$ cat config.mk
export PLATFORM = sky130hd
export DESIGN_NAME = hazard_ctrl
export DESIGN_NICKNAME = d
export VERILOG_FILES = /design/src/rtl/hazard_ctrl_pkg.sv /design/src/rtl/hazard_ctrl_shadow_stage.sv /design/src/rtl/hazard_ctrl.sv
export SDC_FILE = /design/constraint.sdc
export NUM_CORES = 1
export LEC_CHECK = 0
export ABC_AREA = 1
export BUFFER_PORTS_ARGS = -buffer_cell sky130_fd_sc_hd__buf_2
export CAP_MARGIN = 20
export CORE_MARGIN = 2
export CORE_UTILIZATION = 55
export CTS_BUF_LIST = sky130_fd_sc_hd__clkbuf_4
export CTS_CLUSTER_DIAMETER = 30
export DETAILED_ROUTE_END_ITERATION = 8
export GPL_TIMING_DRIVEN = 0
export MAX_ROUTING_LAYER = met4
export PLACE_DENSITY = 0.8
export SYNTH_ARGS = -nofsm -noshare
export SYNTH_HDL_FRONTEND = slang
export SYNTH_SLANG_ARGS = --single-unit
$ cat constraint.sdc
create_clock -name clk -period 3 [get_ports clk]
set_clock_uncertainty 0.15 [all_clocks]
set_input_delay 0.6 -clock clk [delete_from_list [all_inputs] [get_ports clk]]
set_output_delay 0.6 -clock clk [all_outputs]
set_load 0.05 [all_outputs]
$ cat src/rtl/hazard_ctrl_pkg.sv
// Shared definitions for the pipeline hazard/forwarding controller:
// forwarding-select and ResultSrc encodings (also used by the control
// unit) plus the forwarding priority helper.
package hazard_ctrl_pkg;

  // EX operand mux select: register file, WB result or MEM result.
  typedef enum logic [1:0] {
    FWD_RF  = 2'b00,
    FWD_WB  = 2'b01,
    FWD_MEM = 2'b10
  } fwd_sel_e;

  // ResultSrc encodings shared with the control unit.
  localparam logic [1:0] RES_ALU = 2'b00;
  localparam logic [1:0] RES_MEM = 2'b01;
  localparam logic [1:0] RES_PC4 = 2'b10;

  // Picks the operand source; the younger MEM result beats WB on a double hit.
  function automatic fwd_sel_e fwd_pick(input logic src_ok,
                                        input logic hit_m,
                                        input logic hit_w);
    if (!src_ok) return FWD_RF;
    if (hit_m)   return FWD_MEM;
    if (hit_w)   return FWD_WB;
    return FWD_RF;
  endfunction

endpackage

$ cat src/rtl/hazard_ctrl_shadow_stage.sv
// hazard_shadow_stage: one shadow pipeline register used by the hazard
// controller. Clears to all-zero (an invalid, non-writing bubble) on
// synchronous reset or when a bubble is requested.
module hazard_shadow_stage
  import hazard_ctrl_pkg::*;
#(
  parameter int W = 8
) (
  input  logic         clk,
  input  logic         reset,
  input  logic         bubble,
  input  logic [W-1:0] d,
  output logic [W-1:0] q
);

  // Capture the incoming stage fields, or insert a bubble.
  always_ff @(posedge clk) begin
    if (reset || bubble) q <= '0;
    else                 q <= d;
  end

endmodule

$ cat src/rtl/hazard_ctrl.sv
// hazard_ctrl: stall/flush/forwarding controller for the 5-stage RISC-V
// pipeline. Tracks a shadow copy of the EX/MEM/WB destination info and
// derives all control outputs combinationally from it and the ID inputs.
// Optional build macro: HAZARD_PERF_EN adds stall_cnt/flush_cnt counters.
module hazard_ctrl
  import hazard_ctrl_pkg::*;
#(
  parameter int RA_W = 5
`ifdef HAZARD_PERF_EN
  , parameter int CNT_W = 32
`endif
) (
  input  logic            clk,
  input  logic            reset,
  input  logic            valid_d,
  input  logic [RA_W-1:0] rs1_d,
  input  logic [RA_W-1:0] rs2_d,
  input  logic [RA_W-1:0] rd_d,
  input  logic            use_rs1_d,
  input  logic            use_rs2_d,
  input  logic            regwrite_d,
  input  logic [1:0]      resultsrc_d,
  input  logic            branch_taken_e,
  output logic            stall_f,
  output logic            stall_d,
  output logic            flush_d,
  output logic            flush_e,
  output logic [1:0]      fwd_a_e,
  output logic [1:0]      fwd_b_e
`ifdef HAZARD_PERF_EN
  , output logic [CNT_W-1:0] stall_cnt
  , output logic [CNT_W-1:0] flush_cnt
`endif
);

  localparam int EW = 3 * RA_W + 3;
  localparam int MW = RA_W + 2;

  logic [EW-1:0]   e_d, e_q;
  logic [MW-1:0]   m_d, m_q, w_q;
  logic            e_bubble;

  logic            e_valid, e_regwrite, e_is_load;
  logic [RA_W-1:0] e_rs1, e_rs2, e_rd;
  logic            m_valid, m_regwrite, w_valid, w_regwrite;
  logic [RA_W-1:0] m_rd, w_rd;
  logic            m_src, w_src, lu;
  fwd_sel_e        fwd_a, fwd_b;

  assign e_d      = {valid_d, rs1_d, rs2_d, rd_d, regwrite_d, (resultsrc_d == RES_MEM)};
  assign e_bubble = !valid_d || flush_e;
  assign m_d      = {e_valid, e_rd, e_regwrite};

  hazard_shadow_stage #(.W(EW)) u_stage_e (
    .clk(clk), .reset(reset), .bubble(e_bubble), .d(e_d), .q(e_q)
  );
  hazard_shadow_stage #(.W(MW)) u_stage_m (
    .clk(clk), .reset(reset), .bubble(1'b0), .d(m_d), .q(m_q)
  );
  hazard_shadow_stage #(.W(MW)) u_stage_w (
    .clk(clk), .reset(reset), .bubble(1'b0), .d(m_q), .q(w_q)
  );

  assign {e_valid, e_rs1, e_rs2, e_rd, e_regwrite, e_is_load} = e_q;
  assign {m_valid, m_rd, m_regwrite} = m_q;
  assign {w_valid, w_rd, w_regwrite} = w_q;

  // A stage can supply a result only if it really writes a non-x0 register.
  assign m_src = m_valid && m_regwrite && (m_rd != '0);
  assign w_src = w_valid && w_regwrite && (w_rd != '0);

  // Load in EX whose result the ID instruction needs next cycle.
  assign lu = e_valid && e_is_load && (e_rd != '0) && valid_d &&
              ((use_rs1_d && (rs1_d == e_rd)) || (use_rs2_d && (rs2_d == e_rd)));

  // Stall/flush/forward decode; everything held at 0 while reset is asserted.
  always_comb begin
    stall_f = 1'b0;
    stall_d = 1'b0;
    flush_d = 1'b0;
    flush_e = 1'b0;
    fwd_a   = FWD_RF;
    fwd_b   = FWD_RF;
    if (!reset) begin
      stall_f = lu && !branch_taken_e;
      stall_d = lu && !branch_taken_e;
      flush_d = branch_taken_e;
      flush_e = branch_taken_e || lu;
      fwd_a   = fwd_pick(e_valid && (e_rs1 != '0),
                         m_src && (m_rd == e_rs1), w_src && (w_rd == e_rs1));
      fwd_b   = fwd_pick(e_valid && (e_rs2 != '0),
                         m_src && (m_rd == e_rs2), w_src && (w_rd == e_rs2));
    end
  end

  assign fwd_a_e = fwd_a;
  assign fwd_b_e = fwd_b;

`ifdef HAZARD_PERF_EN
  // Free-running wrap-around event counters for stalls and taken branches.
  always_ff @(posedge clk) begin
    if (reset) begin
      stall_cnt <= '0;
      flush_cnt <= '0;
    end else begin
      if (stall_d)        stall_cnt <= stall_cnt + 1'b1;
      if (branch_taken_e) flush_cnt <= flush_cnt + 1'b1;
    end
  end
`endif

endmodule

After elaboration in Yosys (flattened, before gate mapping). Index checks and enable logic that the tools add are counted.

Register bits after elaboration: 32. Bits of input ports: 24. Output and inout bits: 8. Logic and storage cells: 73.

Equal/unequal tests: 7. Muxes and demuxes: 35. Reduce and logical (&&, ||, !) cells: 28.

Operators by type and width (number): $eq 5x5->1 (6); $mux 2 (14); $reduce_bool 5->1 (5); $mux 1 (21); $logic_and 1x1->1 (17); $logic_or 1x1->1 (4); $eq 2x1->1 const B (1); $logic_not 1->1 (2).

Depth between registers and ports, before layout.
Depth in word-level cells: 13. Depth in mapped cells: 10. Gate-level depth less buffers: 9.

Hierarchy. A second synthesis with hierarchy kept.

Cell total of the unflattened synthesis: 255. Area, all modules: 1717.9 um^2.

Modules (own cells, without submodules): hazard_ctrl (times used 1, cells each 149, area each 685.7 um^2, seq. area each 0.0 um^2); hazard_shadow_stage at u_stage_e (times used 1, cells each 58, area each 574.3 um^2, seq. area each 360.3 um^2); hazard_shadow_stage at u_stage_m ... (times used 2, cells each 24, area each 229.0 um^2, seq. area each 140.1 um^2).

Worst setup path before layout. OpenSTA, ideal clock, no wires.

Kind: input port to output port. Start: input reset. End: output stall_f. Arrival: 2113 ps. Required time: 2250 ps. Setup slack: 137 ps. Cell stages on the path: 7. Buffers on the path: 2. Cell sequence: buf_4 nor2_2 nand4_1 inv_1 nand2_2 nor2_1 buf_4.

Cells in the longest elaborated chain, start to end: 1.

RTL lines: start: declaration (line hazard_ctrl.sv:14) `input logic reset,`; $mux 1; end: declaration (line hazard_ctrl.sv:24) `output logic stall_f,`.

No other way between the ends.

Final worst setup path.
Start: register u_stage_e.q[3]. End: output stall_f.

Cells in the longest elaborated chain, start to end: 6. Elaborated cells between the ends (all ways): 11. Classes of those cells: eq/ne: 2; mux: 1; reduce/logical: 8.

RTL lines: start: declaration (line hazard_ctrl_shadow_stage.sv:13) `output logic [W-1:0] q`; start signal: assignment (line hazard_ctrl_shadow_stage.sv:18) `if (reset || bubble) q <= '0;`; start signal: assignment (line hazard_ctrl_shadow_stage.sv:19) `else q <= d;`; $eq 5x5->1 or $reduce_bool 5->1 (tied branches) (line hazard_ctrl.sv:74, hazard_ctrl.sv:73); $logic_and 1x1->1, on equally long branches (line hazard_ctrl.sv:74, hazard_ctrl.sv:73); $logic_or 1x1->1 or $logic_and 1x1->1 (tied branches) (line hazard_ctrl.sv:74, hazard_ctrl.sv:73); $logic_and 1x1->1 (*) (line hazard_ctrl.sv:73) `assign lu = e_valid && e_is_load && (e_rd != '0) && valid_d &&`; $logic_and 1x1->1 (*) (line hazard_ctrl.sv:85) `stall_f = lu && !branch_taken_e;`; $mux 1 (*) (line hazard_ctrl.sv:84) `if (!reset) begin`.

Every way passes the cells marked *; elsewhere a longest branch is shown, timed or not.

==> metrics <==
status finished, final reports clean; Worst setup EP type primary output; final hold violation count 0; DRT iter0 DRCs 64; busiest grt layer met2; sequential area share after synthesis 43.1%; Num CTS Buffers 5; Ys Warns 0; Mapped Avg Cell Area 6.76 µm²; hold_buf cts 0; Die ar. 3140 µm²; CTS tree built; Hold Path Class flip-flop to flip-flop; clk sinks 32; layout cells sized above 1 17.1%; Final Core Density between 60% and 70%; die height 56.0 µm; combinational share of power between 10% and 20%; DRC viols 0; routed via count 1323; Tmin final roughly 2.6 ns; fmax 392 MHz; DRT Pass-1 Iters 4; Final HPWL DP ~2.4 mm; Yosys reg bits 32; distinct cell type count after synthesis 21; synthesized instance count 220; period utilisation layout between 80% and 90%; Antenna Cells 0; Crit Path Class flip-flop to primary output; most frequent cells in the layout 52 x nor2_1, 46 x inv_1, 43 x nand2_1, 32 x dfxtp_1, 30 x buf_2; Sw Share 25.9%; vias per cell 4.61; Worst-path clk slew roughly 0.1 ns; maximum vdd drop 0.353 mV; post-synth design cell area 1490 µm²; pre-CTS setup slack 0.526 ns; grt met3 use 6.74%; GRT Total Usage between 20% and 30%; max-slew violations 0; Pwr Density 447 nW/µm²; commonest non-fill, non-tap cell in the layout nor2_1; CP required 2.25 ns; Clock H-tree levels 2; cell row count 18; critical path arrival 1.80 ns; Die W about 56 µm; unrepaired setup endpoints after global routing false; GR Util met2 38.3%; WL final 2.93 mm; I/O pin count 32; worst reg2reg endpoint u_stage_e.q[16]$_SDFF_PP0_; fin worst setup slack 0.448 ns; RR Startpoint u_stage_e.q[3]$_SDFF_PP0_; Flop pwr share 58.0%; WHS Path Cells 2; Max transition margin 71.7%; max cap viols 0; first-pass GRT wire length 5.20 mm; RD Place Congestion 0.869; Buffers on Ports 30; Clk pwr share 29.8%; Area Growth Syn to Fin 16.0%; overall power 772 µW; Resized cells post-CTS 0; maximum root-to-sink buffer count 2; clk_lat worst skew ~0.33 ns; R2R depth 10; R2R Setup Slk 1.46 ns; setup repair bufs after CTS 0; total core area 2520 µm²; global route overflow 0; hold endpoint u_stage_w.q[0]$_SDFF_PP0_; TNS Setup 0 ns; vias in the first global route 1278; initial antenna violation count 0; sw power 200 µW; Leak Pwr 0.969 nW; fin nets 281; CP startpoint kind flip-flop; met1 Resource Use GR between 20 and 25%; wire per inst 10.2 µm; Fin Hold WS 0.272 ns; initial core utilization between 50% and 60%; Pint 572 µW; Worst Hold Launch u_stage_m.q[0]$_SDFF_PP0_; Worst-Margin Slew 0.425 ns; pin count of the biggest net entering global routing 11; remaining antenna violation count 0; setup violators final 0; Mapped Nets approximately 240; crit path max fanout 4; root buf cell clkbuf_4
worst max path at each step:
stage                                          from       to  slack, ns  cells past startpoint
after floorplan                               reset  stall_f       0.14                      7
after global placement                     rs1_d[0]  stall_f       0.57                     10
after detailed placement                   rs1_d[0]  stall_f       0.53                     10
after CTS                 u_stage_e.q[3]$_SDFF_PP0_  stall_f       0.45                     10
after global routing      u_stage_e.q[6]$_SDFF_PP0_  stall_f       0.24                     10
final                     u_stage_e.q[3]$_SDFF_PP0_  stall_f       0.45                     10
area by class of cell:
| type | count | area, µm² |
|---|---|---|
| clock inverter | 1 | 5.00 |
| fill | 236 | 797 |
| inverter | 47 | 176 |
| tap | 30 | 37.5 |
| buffer | 4 | 30.0 |
| timing repair buffer | 30 | 150 |
| multi-input combinational | 137 | 641 |
| sequential | 32 | 641 |
| clock buffer | 6 | 45.0 |
flip-flops by register name (all words and copies together), names as in the netlist:
register	flops
u_stage_w.q	7
u_stage_m.q	7
u_stage_e.q	18
metal layers:
layer  up-vias  wire length [µm]
met1       556              1270
met3         6               154
met4         0                59
met5         -                 0
li1        720                 -
met2        41              1450
metrics by stage:
step	area (µm²)	instances
2_1_floorplan	1490	220
3_3_place_gp	1680	280
3_5_place_dp	1680	280
4_1_cts	1730	287
5_1_grt	1730	287
6_report	1730	287
logic make-up after synthesis:
logic type	after synthesis	synth area share, %
simple gates	117	32.9
buf+inv	51	13.9
flops	32	43.1
xor+xnor	12	7.07
compound gates	8	3.11
synth_stat cells:
master	number	area [µm²]
o211ai_1	1	7.51
xnor2_1	3	26.3
dfxtp_1	32	641
nand3_1	9	45.0
buf_4	2	15.0
nand4_1	5	31.3
xor2_1	9	78.8
nor3_1	4	20.0
a21oi_1	2	10.0
nand3_4	1	17.5
inv_2	1	3.75
nand2_1	43	161
nor2b_1	1	6.26
clkbuf_1	1	3.75
o22ai_1	3	18.8
nor2_1	52	195
inv_1	46	173
buf_6	1	11.3
o21ai_0	2	10.0
nor2_2	1	6.26
nand2_2	1	6.26
power by group through the flow:
stage | clock [mW] | sequential [mW] | combinational, mW
floorplan | 0 | 0.455 | 0.0640
global placement | 0 | 0.457 | 0.0921
detailed placement | 0 | 0.458 | 0.0942
CTS | 0.236 | 0.448 | 0.0946
global route | 0.253 | 0.450 | 0.108
finish | 0.230 | 0.448 | 0.0942
worst max-delay path, stage by stage, from the launching register on:
cell and delay [ns]:
dfxtp_1 0.39, inv_1 0.08, nand2_1 0.07, nand2_1 0.05, nor2_1 0.09, nand3_1 0.08, nand2_1 0.10, nand2_2 0.09
nor2_1 0.14, buf_4 0.13, buf_2 0.25
No activity file was read; power rests on OpenSTA's default activity.
